--- src/rtl/mem_arbiter_pkg.sv ---
// rtl/mem_arbiter_pkg.sv - shared state encodings and widths for the memory arbiter
package mem_arbiter_pkg;

  localparam int CNT_W  = 4;
  localparam int DATA_W = 16;

  typedef enum logic [1:0] {
    ST_IDLE   = 2'b00,
    ST_BUSY_I = 2'b01,
    ST_BUSY_D = 2'b10
  } state_t;

endpackage

--- src/rtl/mem_arbiter_if.sv ---
// rtl/mem_arbiter_if.sv - fetch/data requester and unified memory signal bundle
interface mem_arbiter_if;
  import mem_arbiter_pkg::*;

  logic              if_req;
  logic [DATA_W-1:0] if_addr;
  logic              d_req;
  logic              d_wr;
  logic [DATA_W-1:0] d_addr;
  logic [DATA_W-1:0] d_wdata;
  logic [DATA_W-1:0] mem_rdata;
  logic              mem_en;
  logic              mem_wr;
  logic [DATA_W-1:0] mem_addr;
  logic [DATA_W-1:0] mem_wdata;
  logic              if_done;
  logic [DATA_W-1:0] if_rdata;
  logic              d_done;
  logic [DATA_W-1:0] d_rdata;
  logic              stall_if;
  logic              stall_d;
  logic              err;

  modport slave (
    input  if_req, if_addr, d_req, d_wr, d_addr, d_wdata, mem_rdata,
    output mem_en, mem_wr, mem_addr, mem_wdata, if_done, if_rdata,
           d_done, d_rdata, stall_if, stall_d, err
  );

  modport master (
    output if_req, if_addr, d_req, d_wr, d_addr, d_wdata, mem_rdata,
    input  mem_en, mem_wr, mem_addr, mem_wdata, if_done, if_rdata,
           d_done, d_rdata, stall_if, stall_d, err
  );

endinterface

--- src/rtl/mem_arbiter_lat_counter.sv ---
// rtl/mem_arbiter_lat_counter.sv - loadable down-counter with zero flag
module lat_counter #(
  parameter int WIDTH = 4
) (
  input  logic             clk,
  input  logic             rst,
  input  logic             i_load,
  input  logic [WIDTH-1:0] i_load_val,
  output logic             o_zero
);

  logic [WIDTH-1:0] r_count;

  // Saturates at zero so an idle counter keeps reporting zero.
  always_ff @(posedge clk) begin
    if (rst) begin
      r_count <= '0;
    end else if (i_load) begin
      r_count <= i_load_val;
    end else if (r_count != '0) begin
      r_count <= r_count - 1'b1;
    end
  end

  assign o_zero = (r_count == '0);

endmodule

--- src/rtl/mem_arbiter.sv ---
// rtl/mem_arbiter.sv - data-priority arbiter between fetch and data stage for a
// fixed-latency single-port memory
module mem_arbiter
  import mem_arbiter_pkg::*;
#(
  parameter int LATENCY = 2
) (
  input  logic          clk,
  input  logic          rst,
  mem_arbiter_if.slave  bus
);

  state_t            r_state;
  state_t            w_next;
  logic              w_grant_d;
  logic              w_grant_i;
  logic              w_load;
  logic              w_zero;
  logic              w_d_elig;
  logic              w_i_elig;
  logic              w_misal;

  logic              r_mem_en;
  logic              r_mem_wr;
  logic [DATA_W-1:0] r_mem_addr;
  logic [DATA_W-1:0] r_mem_wdata;
  logic              r_if_done;
  logic [DATA_W-1:0] r_if_rdata;
  logic              r_d_done;
  logic [DATA_W-1:0] r_d_rdata;
  logic              r_err;

  // A requester's own done cycle still shows its stale level-held request.
  assign w_d_elig = bus.d_req  & ~r_d_done;
  assign w_i_elig = bus.if_req & ~r_if_done;
  assign w_misal  = r_mem_addr[0];

  lat_counter #(.WIDTH(CNT_W)) u_lat (
    .clk        (clk),
    .rst        (rst),
    .i_load     (w_load),
    .i_load_val (CNT_W'(LATENCY)),
    .o_zero     (w_zero)
  );

  always_ff @(posedge clk) begin
    if (rst) begin
      r_state <= ST_IDLE;
    end else begin
      r_state <= w_next;
    end
  end

  always_comb begin
    w_next    = r_state;
    w_grant_d = 1'b0;
    w_grant_i = 1'b0;
    case (r_state)
      ST_IDLE: begin
        if (w_d_elig) begin
          w_next    = ST_BUSY_D;
          w_grant_d = 1'b1;
        end else if (w_i_elig) begin
          w_next    = ST_BUSY_I;
          w_grant_i = 1'b1;
        end
      end
      ST_BUSY_I, ST_BUSY_D: begin
        if (w_zero) begin
          w_next = ST_IDLE;
        end
      end
      default: w_next = ST_IDLE;
    endcase
    w_load = w_grant_d | w_grant_i;
  end

  always_ff @(posedge clk) begin
    if (rst) begin
      r_mem_en    <= 1'b0;
      r_mem_wr    <= 1'b0;
      r_mem_addr  <= '0;
      r_mem_wdata <= '0;
      r_if_done   <= 1'b0;
      r_if_rdata  <= '0;
      r_d_done    <= 1'b0;
      r_d_rdata   <= '0;
      r_err       <= 1'b0;
    end else begin
      r_mem_en  <= 1'b0;
      r_if_done <= 1'b0;
      r_d_done  <= 1'b0;
      r_err     <= 1'b0;
      if (w_grant_d) begin
        r_mem_addr  <= bus.d_addr;
        r_mem_wr    <= bus.d_wr;
        r_mem_wdata <= bus.d_wdata;
        r_mem_en    <= ~bus.d_addr[0];
      end else if (w_grant_i) begin
        r_mem_addr <= bus.if_addr;
        r_mem_wr   <= 1'b0;
        r_mem_en   <= ~bus.if_addr[0];
      end else if (w_zero && r_state == ST_BUSY_I) begin
        r_if_done  <= 1'b1;
        r_err      <= w_misal;
        r_if_rdata <= w_misal ? '0 : bus.mem_rdata;
      end else if (w_zero && r_state == ST_BUSY_D) begin
        r_d_done <= 1'b1;
        r_err    <= w_misal;
        if (w_misal) begin
          r_d_rdata <= '0;
        end else if (!r_mem_wr) begin
          r_d_rdata <= bus.mem_rdata;
        end
      end
    end
  end

  assign bus.mem_en    = r_mem_en;
  assign bus.mem_wr    = r_mem_wr;
  assign bus.mem_addr  = r_mem_addr;
  assign bus.mem_wdata = r_mem_wdata;
  assign bus.if_done   = r_if_done;
  assign bus.if_rdata  = r_if_rdata;
  assign bus.d_done    = r_d_done;
  assign bus.d_rdata   = r_d_rdata;
  assign bus.err       = r_err;
  assign bus.stall_if  = bus.if_req & ~r_if_done;
  assign bus.stall_d   = bus.d_req & ~r_d_done;

endmodule

--- src/flat_wrapper.sv ---
// flat-port wrapper written by rule: the top's interface ports become plain ports
module mem_arbiter_flat import mem_arbiter_pkg::*;
#(
  parameter int LATENCY = 2
)
  (clk, rst, bus_if_req, bus_if_addr, bus_d_req, bus_d_wr, bus_d_addr, bus_d_wdata, bus_mem_rdata, bus_mem_en, bus_mem_wr, bus_mem_addr, bus_mem_wdata, bus_if_done, bus_if_rdata, bus_d_done, bus_d_rdata, bus_stall_if, bus_stall_d, bus_err);
  mem_arbiter_if bus_i ();
  input  logic clk;
  input  logic rst;
  input wire logic [$bits(bus_i.if_req)-1:0] bus_if_req;
  input wire logic [$bits(bus_i.if_addr)-1:0] bus_if_addr;
  input wire logic [$bits(bus_i.d_req)-1:0] bus_d_req;
  input wire logic [$bits(bus_i.d_wr)-1:0] bus_d_wr;
  input wire logic [$bits(bus_i.d_addr)-1:0] bus_d_addr;
  input wire logic [$bits(bus_i.d_wdata)-1:0] bus_d_wdata;
  input wire logic [$bits(bus_i.mem_rdata)-1:0] bus_mem_rdata;
  output wire logic [$bits(bus_i.mem_en)-1:0] bus_mem_en;
  output wire logic [$bits(bus_i.mem_wr)-1:0] bus_mem_wr;
  output wire logic [$bits(bus_i.mem_addr)-1:0] bus_mem_addr;
  output wire logic [$bits(bus_i.mem_wdata)-1:0] bus_mem_wdata;
  output wire logic [$bits(bus_i.if_done)-1:0] bus_if_done;
  output wire logic [$bits(bus_i.if_rdata)-1:0] bus_if_rdata;
  output wire logic [$bits(bus_i.d_done)-1:0] bus_d_done;
  output wire logic [$bits(bus_i.d_rdata)-1:0] bus_d_rdata;
  output wire logic [$bits(bus_i.stall_if)-1:0] bus_stall_if;
  output wire logic [$bits(bus_i.stall_d)-1:0] bus_stall_d;
  output wire logic [$bits(bus_i.err)-1:0] bus_err;
  assign bus_i.if_req = bus_if_req;
  assign bus_i.if_addr = bus_if_addr;
  assign bus_i.d_req = bus_d_req;
  assign bus_i.d_wr = bus_d_wr;
  assign bus_i.d_addr = bus_d_addr;
  assign bus_i.d_wdata = bus_d_wdata;
  assign bus_i.mem_rdata = bus_mem_rdata;
  assign bus_mem_en = bus_i.mem_en;
  assign bus_mem_wr = bus_i.mem_wr;
  assign bus_mem_addr = bus_i.mem_addr;
  assign bus_mem_wdata = bus_i.mem_wdata;
  assign bus_if_done = bus_i.if_done;
  assign bus_if_rdata = bus_i.if_rdata;
  assign bus_d_done = bus_i.d_done;
  assign bus_d_rdata = bus_i.d_rdata;
  assign bus_stall_if = bus_i.stall_if;
  assign bus_stall_d = bus_i.stall_d;
  assign bus_err = bus_i.err;
  mem_arbiter #(.LATENCY(LATENCY)) u_core (.clk(clk), .rst(rst), .bus(bus_i));
endmodule
--- config.mk ---
export PLATFORM = sky130hd
export DESIGN_NAME = mem_arbiter_flat
export DESIGN_NICKNAME = d
export VERILOG_FILES = /design/src/rtl/mem_arbiter_pkg.sv /design/src/rtl/mem_arbiter_if.sv /design/src/rtl/mem_arbiter_lat_counter.sv /design/src/rtl/mem_arbiter.sv /design/src/flat_wrapper.sv
export SDC_FILE = /design/constraint.sdc
export NUM_CORES = 1
export LEC_CHECK = 0
export BUFFER_PORTS_ARGS = -buffer_cell sky130_fd_sc_hd__buf_2
export CAP_MARGIN = 20
export CORE_MARGIN = 3
export CORE_UTILIZATION = 40
export CTS_BUF_LIST = sky130_fd_sc_hd__clkbuf_16
export DETAILED_ROUTE_END_ITERATION = 8
export PLACE_DENSITY = 0.7
export SYNTH_ARGS = -nofsm -noshare
export SYNTH_HDL_FRONTEND = slang
export SYNTH_SLANG_ARGS = --single-unit
--- constraint.sdc ---
create_clock -name clk -period 1.87 [get_ports clk]
set_clock_uncertainty 0.2 [all_clocks]
set_input_delay 0.2805 -clock clk [delete_from_list [all_inputs] [get_ports clk]]
set_output_delay 0.2805 -clock clk [all_outputs]
set_load 0.02 [all_outputs]
## After elaboration in Yosys (flattened, before gate mapping)

Index checks and enable logic that the tools add are counted.

| cells by class | value |
|---|---|
| bitwise operators | 10 |
| eq/ne operators | 5 |
| reduce and logical (&&, ||, !) cells | 14 |
| mux-type cells | 24 |
| add/subtract/negate cells | 1 |

Operator list:

| operator | count |
|---|---|
| 16-bit 2-to-1 mux | 5 |
| 1-bit 2-to-1 mux | 13 |
| 2-bit 2-to-1 mux | 5 |
| 1-bit NOT | 7 |
| 5-bit AND reduction | 1 |
| 4-bit logical NOT | 1 |
| 2-bit case mux with 2 select lines | 1 |
| 2-bit nonzero test | 2 |
| 4-bit nonzero test | 1 |
| 2-bit OR reduction | 2 |
| 4-bit OR reduction | 1 |
| 4-bit by 1-bit subtractor with 4-bit output, second input constant | 1 |
| 3-bit inequality test, second input constant | 1 |
| 3-bit AND reduction | 1 |
| 3-bit OR reduction | 1 |
| 1-bit bitwise AND | 2 |
| 2-bit by 1-bit == test with 1-bit output, second input constant | 1 |
| 2-bit == test, second input constant | 1 |
| 1-bit logical AND | 2 |
| 2-bit logical NOT | 1 |
| 2-bit by 1-bit inequality test with 1-bit output, second input constant | 1 |
| 2-bit inequality test, second input constant | 1 |
| 2-bit AND reduction | 1 |
| 1-bit OR | 1 |

| storage, ports and cells | value |
|---|---|
| register bits | 75 |
| input port bits | 69 |
| output and inout bits | 71 |
| word-level logic and storage cells | 66 |

## Depth between registers and ports, before layout

Gate-level depths: netlist of the first run.

| depth | value |
|---|---|
| word-level depth | 7 |
| depth in mapped cells | 7 |

## Hierarchy

A second synthesis of the first run with hierarchy kept.

| second synthesis, totals | value |
|---|---|
| cell total of the unflattened synthesis | 350 |
| area total of the unflattened synthesis | 3066.7 um2 |

Modules (own cells, without submodules):

| module | instances | seq. area each (um2) | cells each | area an instance (um2) |
|---|---|---|---|---|
| mem_arbiter | 1 | 1421.4 | 326 | 2837.7 |
| lat_counter | 1 | 80.1 | 24 | 229.0 |

## Worst setup path before layout of the first run

No wires, ideal clock.

| timing | value |
|---|---|
| path kind | register to register |
| from | register u_core.r_d_done, in the netlist u_core.bus.d_done |
| to | register u_core.r_if_done, in the netlist u_core.bus.if_done |
| setup slack | -0.036 ns |
| period minus slack after synthesis | 1.906 ns |
| setup time | 0.116 ns |
| arrival time | 1.589 ns |
| stages on the path, launching flop included | 6 |
| data required time | 1.554 ns |
| cell sequence | dfxtp_1 -> nor2b_1 -> o21a_1 -> clkbuf_2 -> nor2_1 -> and3_2 |

| on the way | value |
|---|---|
| longest elaborated chain between the ends | 5 |
| elaborated cells on any way between the ends | 7 |
| those cells by class | mux (4); bitwise (2); reduce/logical (1) |

RTL lines:

| what | line | RTL |
|---|---|---|
| start, declared | mem_arbiter.sv:29 | `logic r_d_done;` |
| start signal, assigned | mem_arbiter.sv:86 | `r_d_done <= 1'b0;` |
| start signal, assigned | mem_arbiter.sv:92 | `r_d_done <= 1'b0;` |
| start signal, assigned | mem_arbiter.sv:108 | `r_d_done <= 1'b1;` |
| 1-bit NOT * | - |  |
| 1-bit bitwise AND * | - |  |
| net bus_stall_d | flat_wrapper.sv:26 | `output wire logic [$bits(bus_i.stall_d)-1:0] bus_stall_d;` |
| 1-bit 2-to-1 mux | mem_arbiter.sv:60 | `if (w_d_elig) begin` |
| 1-bit 2-to-1 mux | mem_arbiter.sv:58 | `case (r_state)` |
| 3-bit OR reduction (no source line) * | - |  |
| end signal, assigned | mem_arbiter.sv:84 | `r_if_done <= 1'b0;` |
| end signal, assigned | mem_arbiter.sv:91 | `r_if_done <= 1'b0;` |
| end signal, assigned | mem_arbiter.sv:104 | `r_if_done <= 1'b1;` |
| end, declared | mem_arbiter.sv:27 | `logic r_if_done;` |

The timed path passes the listed nets; every way through them passes the cells marked *.
A chain may end at the register's enable or synchronous reset.

## Worst setup path in the final report of the first run

| timing | value |
|---|---|
| from | register u_core.u_lat.r_count[0] |
| to | register u_core.r_d_rdata[4], in the netlist u_core.bus.d_rdata[4] |

| on the way | value |
|---|---|
| longest elaborated chain between the ends | 4 |
| elaborated cells on any way between the ends | 5 |
| those cells by class | bitwise (1); reduce/logical (4) |

RTL lines:

| what | line | RTL |
|---|---|---|
| start, declared | mem_arbiter_lat_counter.sv:12 | `logic [WIDTH-1:0] r_count;` |
| start signal, assigned | mem_arbiter_lat_counter.sv:19 | `r_count <= i_load_val;` |
| start signal, assigned | mem_arbiter_lat_counter.sv:21 | `r_count <= r_count - 1'b1;` |
| 4-bit logical NOT * | mem_arbiter_lat_counter.sv:25 | `assign o_zero = (r_count == '0);` |
| 1-bit logical AND | mem_arbiter.sv:103 | `end else if (w_zero && r_state == ST_BUSY_I) begin` |
| 1-bit NOT (no source line) | - |  |
| 5-bit AND reduction (no source line) * | - |  |
| end signal, assigned | mem_arbiter.sv:113 | `r_d_rdata <= bus.mem_rdata;` |
| end, declared | mem_arbiter.sv:30 | `logic [DATA_W-1:0] r_d_rdata;` |

Mark *: on every way between the ends. The rest lies on a longest branch, timed or not.

==> impl_metrics.json, run 1 <==
{
  "critPathMaxStageDelay_ns": 0.38,
  "power.switching_mw": 1.27,
  "worstPathArrival_ns": 1.85,
  "path_common_cell": "buf_4",
  "worst_hold_path_type": "in2reg",
  "fmax_ghz": 0.556,
  "syn-cell-area_um2": 2960,
  "relSlewSlack_pct": 77.1,
  "clock-sinks": 75,
  "worstSetupPathType": "reg2reg",
  "finalWorstPathRequiredPeriod_ns": 1.80,
  "sequentialPowerShare_pct": 39.7,
  "final_area_um2": 4360,
  "seq_cell_area_um2": 1500,
  "die_area_um2": 8480,
  "report.final.slew_viol_count": 0,
  "dominantRegCellSynth": "dfxtp_1",
  "synthesis.nets": 407,
  "worstSkewPairLatency_ns": 0.32,
  "pwr-share-comb_pct": 20.1,
  "outcome": "finished, final reports clean",
  "layout_fillers": 611,
  "cts.htree.levels": 3,
  "placement.cell_area_um2": 3750,
  "synth_largest_type_area_fraction_pct": 50.7,
  "tritoncts": "done",
  "synth_area_leaders": "dfxtp_1 (51%), nand2_1 (12%), mux2i_1 (11%)",
  "worstReg2RegStart": "u_core.u_lat.r_count[0]",
  "p_clk_share_pct": 40.1,
  "wp_data_required_ns": 1.92,
  "floorplan.io_pins": 140,
  "detailedRoute.firstIterationViolations": 97,
  "timing.critical_path.to": "u_core.bus.d_rdata[4]",
  "start_kind": "flop",
  "final_net_count": 574,
  "clkTransAtPathRegs_ns": 0.06,
  "wl_per_cell_um": 13.6,
  "critical_path_peak_fanout": 7,
  "ys_seq_area_share_pct": 50.7,
  "initial_standard_cell_utilization_of_the_core_pct": 42.5,
  "worst_hold_slack_after_final_layout_ns": 0.00494,
  "count_of_buffers_from_port_buffering": 139,
  "peakVddDrop_v": 0.000787,
  "synth.lib_cells_used.distinct": 34,
  "cellInternalPower_mw": 3.25,
  "gp_congestion": 0.789,
  "yosysTopAreaCell": "dfxtp_1",
  "n_antenna_cell": 0,
  "regToRegEndpoint": "u_core.bus.d_rdata[4]",
  "area_of_combinational_cells_with_multiple_inputs_um2": 1320,
  "async_set_or_reset_register_ratio_after_synthesis_pct": 0,
  "power_density_nw_per_um2": 1040,
  "core_area_um2": 6980,
  "area_growth_pct": 46.9,
  "most-common-layout-cells": "buf_2 (139), nand2_1 (98), dfxtp_1 (75)",
  "synthesis.instances": 335,
  "cellLeakagePower_nw": 2.03,
  "die_y_um": 92.1,
  "crit_path_from": "u_core.u_lat.r_count[0]",
  "route.antenna.remaining_nets": 0,
  "grt_max_degree": 34,
  "yosys_warnings": 0,
  "synth.ff_latch_count": 75,
  "critPathCaptureType": "flop",
  "drc": 0,
  "wl_um": 8210,
  "grt_overflow": 0,
  "first_global_vias": 2870,
  "number_of_violations_of_the_max_capacitance_limit": 0,
  "worst_r2r_path_depth": 6,
  "hold_viol_final": 0,
  "slowest_stage": "dfxtp_1",
  "switching_share_pct": 28.1,
  "postSynthAreaPerCell_um2": 8.85,
  "count_of_vias_placed_by_the_detailed_router": 2905,
  "global_route_wire_length_before_repair_um": 13300,
  "final_min_period_over_clock_period_pct": 96.1,
  "clock_tree.root_cell": "clkbuf_16",
  "worstMarginPinSlew_ns": 0.343,
  "drt-pass1-iter-count": 4,
  "synth_edf_count": 0,
  "mostFrequentLayoutCell": "buf_2",
  "via_per_inst": 4.82,
  "fp.dieW_um": 92.1,
  "grt_antenna_before_repair": 0,
  "cts.path.max_buffers": 2,
  "row_count": 30,
  "grt.total_usage_pct": 19.3,
  "post_route_cells_drive_above_1_share_pct": 35.3,
  "cts_buffers": 9,
  "crit_path_cell_trace": "nor4_4 > buf_4 > nand4b_4 > nor2_8 > buf_4 > mux2i_1",
  "rrSetupSlack_ns": 0.07,
  "setup_viol": 0,
  "detailed_place_hpwl_um": 5740
}
cells in the mapped netlist, drive strengths merged, types with 3 or more instances:
cell and count:
dfxtp 75, buf 11, nor2 10, a21oi 45, clkbuf 12, o21ai 22, mux2i 32, nand2 98
inv 4, ha 3
how the worst min path moves through the flow:
stage | end | depth (start not counted) | slack [ns] | start
floorplan | u_core.bus.mem_addr[10] | 2 | 0.21 | bus_if_addr[10]
global placement | u_core.bus.if_rdata[6] | 2 | 0.24 | u_core.bus.if_rdata[6]
detailed placement | u_core.bus.if_rdata[6] | 2 | 0.25 | u_core.bus.if_rdata[6]
CTS | u_core.bus.mem_wdata[9] | 3 | 0.001 | bus_d_wdata[9]
global route | u_core.bus.mem_wdata[4] | 3 | 0.01 | bus_d_wdata[4]
finish | u_core.bus.mem_wdata[9] | 3 | 0.005 | bus_d_wdata[9]
registers in the layout, summed over array words and instances (netlist names), 2 cells and up:
signal,count
u_core.bus.mem_wdata,16
u_core.u_lat.r_count,4
u_core.bus.if_rdata,16
u_core.r_state,2
u_core.bus.mem_addr,16
u_core.bus.d_rdata,16
area by class of cell:
type | count | area share [%]
clock buffer | 9 | 5.17
tap | 96 | 2.76
inverter | 4 | 0.345
timing repair buffer | 179 | 24.9
sequential | 75 | 34.5
multi-input combinational | 233 | 30.2
clock inverter | 7 | 2.13
repair_timing:
action / 4_1_cts / 5_1_grt
hold buffers: 25 / 0
hold endpoints to repair: 25 / 0
endpoints found under the setup margin: 0 / 21
setup buffers: 0 / 3
gates resized for setup: 0 / 1
stage by stage:
stage / total power, mW / worst slack [ns] / instances / utilization (%) / TNS, ns
6_report: 4.53 / 0.0730 / 603 / 62.4 / 0
2_1_floorplan: 2.38 / 0.123 / 335 / - / 0
4_1_cts: 4.55 / 0.0227 / 600 / 61.9 / 0
3_5_place_dp: 2.68 / 0.0373 / 559 / 53.7 / 0
5_1_grt: 4.75 / -0.0282 / 603 / 62.4 / -0.163
3_3_place_gp: 2.67 / 0.116 / 559 / 53.7 / 0
metal layers:
| metal | GRT usage (%) | vias to the layer above | part of all wire, % |
|---|---|---|---|
| li1 | - | 1465 | - |
| met1 | 23.5 | 1317 | 44 |
| met2 | 32.3 | 117 | 46 |
| met3 | 6.64 | 6 | 8.7 |
| met4 | 5.32 | 0 | 0.95 |
| met5 | 0 | - | 0 |
logic make-up after synthesis:
logic type,after synthesis,synth area share (%)
flops,75,50.7
fa+ha+maj,3,1.27
buf+inv,27,5.11
compound gates,75,13.4
mux,33,11.2
simple gates,122,18.4
power by group through the flow:
stage	combinational, mW	clock [mW]	sequential [mW]
2_1_floorplan	0.418	0	1.96
3_3_place_gp	0.843	0	1.82
3_5_place_dp	0.857	0	1.83
4_1_cts	0.899	1.85	1.80
5_1_grt	0.999	1.93	1.81
6_report	0.912	1.82	1.80
worst max-delay path: cells and delay by family, from the launching register on:
kind	cells	cell delay (ns)
mux	1	0.19
simple gates	3	0.58
buf+inv	2	0.36
flops	1	0.38
Note: power is estimated with default switching activity, not from simulation.
==> run 2, diff against run 1 <==
==> constraint.sdc (replaced) <==
create_clock -name clk -period 2 [get_ports clk]
set_clock_uncertainty 0.2 [all_clocks]
set_input_delay 0.3 -clock clk [delete_from_list [all_inputs] [get_ports clk]]
set_output_delay 0.3 -clock clk [all_outputs]
set_load 0.02 [all_outputs]
==> run 2 against run 1 <==
Effect of this change:
- clock-buffer cell count unchanged
- non-clock buffer count is 26 lower
- via count down 4.8%
- clock power fell by 16%
- first-iteration DRC count fell by 8.2%
- power down 11%
- cell count decreased by 4.5%
- hold slack improved by 0.0074 ns
- maximum frequency decreased by 1.0%
- sequential share of layout area rose by 2.6 points
- utilization is 4.3 points lower
- critical endpoint is now u_core.bus.d_rdata[6]
==> impl_metrics.json, run 2 (synthesized netlist as in run 1, its figures left out) <==
{
  "route.antenna.remaining_nets": 0,
  "initial_standard_cell_utilization_of_the_core_pct": 42.5,
  "wl_per_cell_um": 13.4,
  "clock_tree.root_cell": "clkbuf_16",
  "gp_congestion": 0.812,
  "clock-sinks": 75,
  "worstSkewPairLatency_ns": 0.32,
  "floorplan.io_pins": 140,
  "postLayoutSetupSlackWorst_ns": 0.185,
  "setup-tns-final_ns": 0,
  "peakVddDrop_v": 0.000655,
  "totalPowerFinal_mw": 4.01,
  "drt-pass1-iter-count": 6,
  "tritoncts": "done",
  "worstSetupPathType": "reg2reg",
  "postLayoutCoreUtil_pct": 58.1,
  "clkTransAtPathRegs_ns": 0.06,
  "report.final.slew_viol_count": 0,
  "rsz0062_at_grt": "no",
  "count_of_vias_placed_by_the_detailed_router": 2766,
  "finalWorstPathRequiredPeriod_ns": 1.82,
  "detailed_place_hpwl_um": 5790,
  "area_growth_pct": 36.8,
  "grt_max_degree": 33,
  "drc": 0,
  "grt.total_usage_pct": 18.2,
  "critical_path_peak_fanout": 16,
  "most-common-layout-cells": "buf_2 (139), nand2_1 (98), dfxtp_1 (75)",
  "n_antenna_cell": 0,
  "grt_antenna_before_repair": 0,
  "final_area_um2": 4060,
  "cts.path.max_buffers": 2,
  "number_of_violations_of_the_max_capacitance_limit": 0,
  "via_per_inst": 4.80,
  "first_global_vias": 2676,
  "worstPathArrival_ns": 1.85,
  "detailedRoute.firstIterationViolations": 89,
  "fmax_ghz": 0.551,
  "cts_buffers": 9,
  "cts.htree.levels": 3,
  "hold_buffers": 0,
  "relSlewSlack_pct": 75.7,
  "count_of_non_filler_cells_in_the_finished_layout": 576,
  "count_of_buffers_from_port_buffering": 139,
  "fp.dieW_um": 92.1,
  "core_area_um2": 6980,
  "cellLeakagePower_nw": 1.90,
  "mostFrequentLayoutCell": "buf_2",
  "final_min_period_over_clock_period_pct": 90.8,
  "post_route_cells_drive_above_1_share_pct": 35.8,
  "setup_viol": 0,
  "row_count": 30,
  "die_area_um2": 8480,
  "hold_viol_final": 0,
  "grt_overflow": 0,
  "critPathCaptureType": "flop",
  "wp_data_required_ns": 2.04,
  "power_density_nw_per_um2": 989,
  "post_cts_resized": 0,
  "pre_cts_ws_ns": 0.164,
  "worst_hold_slack_after_final_layout_ns": 0.0123,
  "worst_hold_path_type": "in2reg",
  "global_route_wire_length_before_repair_um": 12500,
  "placed_cells": 561,
  "final_net_count": 548,
  "placement.cell_area_um2": 3770,
  "start_kind": "flop",
  "postCtsSetupBuffers": 0,
  "wl_um": 7690,
  "worstMarginPinSlew_ns": 0.361,
  "outcome": "finished, final reports clean",
  "die_y_um": 92.1
}
run 2: cell type report:
cell class              count  area [um2]
clock buffers               9         225
flip-flops and latches     75        1500
inverters                   4        15.0
well taps                  96         120
fillers                   670        2930
clock inverters             6        56.3
multi-input cells         233        1310
repair buffers            153         826
run 2: layer usage:
layer	routed length, um	GRT usage (%)
met4	73	5.45
met3	774	7.96
met5	0	0
met1	3400	22.9
met2	3450	28.1
run 2: power breakdown:
part           internal [mW]  switching [mW]
combinational          0.311           0.497
clock                  0.949           0.577
sequential              1.61          0.0652
total                   2.87            1.14
run 2: critical path: stages (launching register included):
cell	delay, ns
dfxtp_1	0.37
nor4_4	0.43
nand4b_4	0.17
nor2_8	0.32
mux2i_1	0.24
run 2: final timing paths:
path,slack [ns],from,cells after the start,end
worst min register to register,0.25,u_core.bus.d_rdata[7],2,u_core.bus.d_rdata[7]
worst max register to register,0.18,u_core.u_lat.r_count[1],4,u_core.bus.d_rdata[6]
worst max-delay path,0.18,u_core.u_lat.r_count[1],4,u_core.bus.d_rdata[6]
worst min-delay path,0.01,bus_if_addr[9],3,u_core.bus.mem_addr[9]
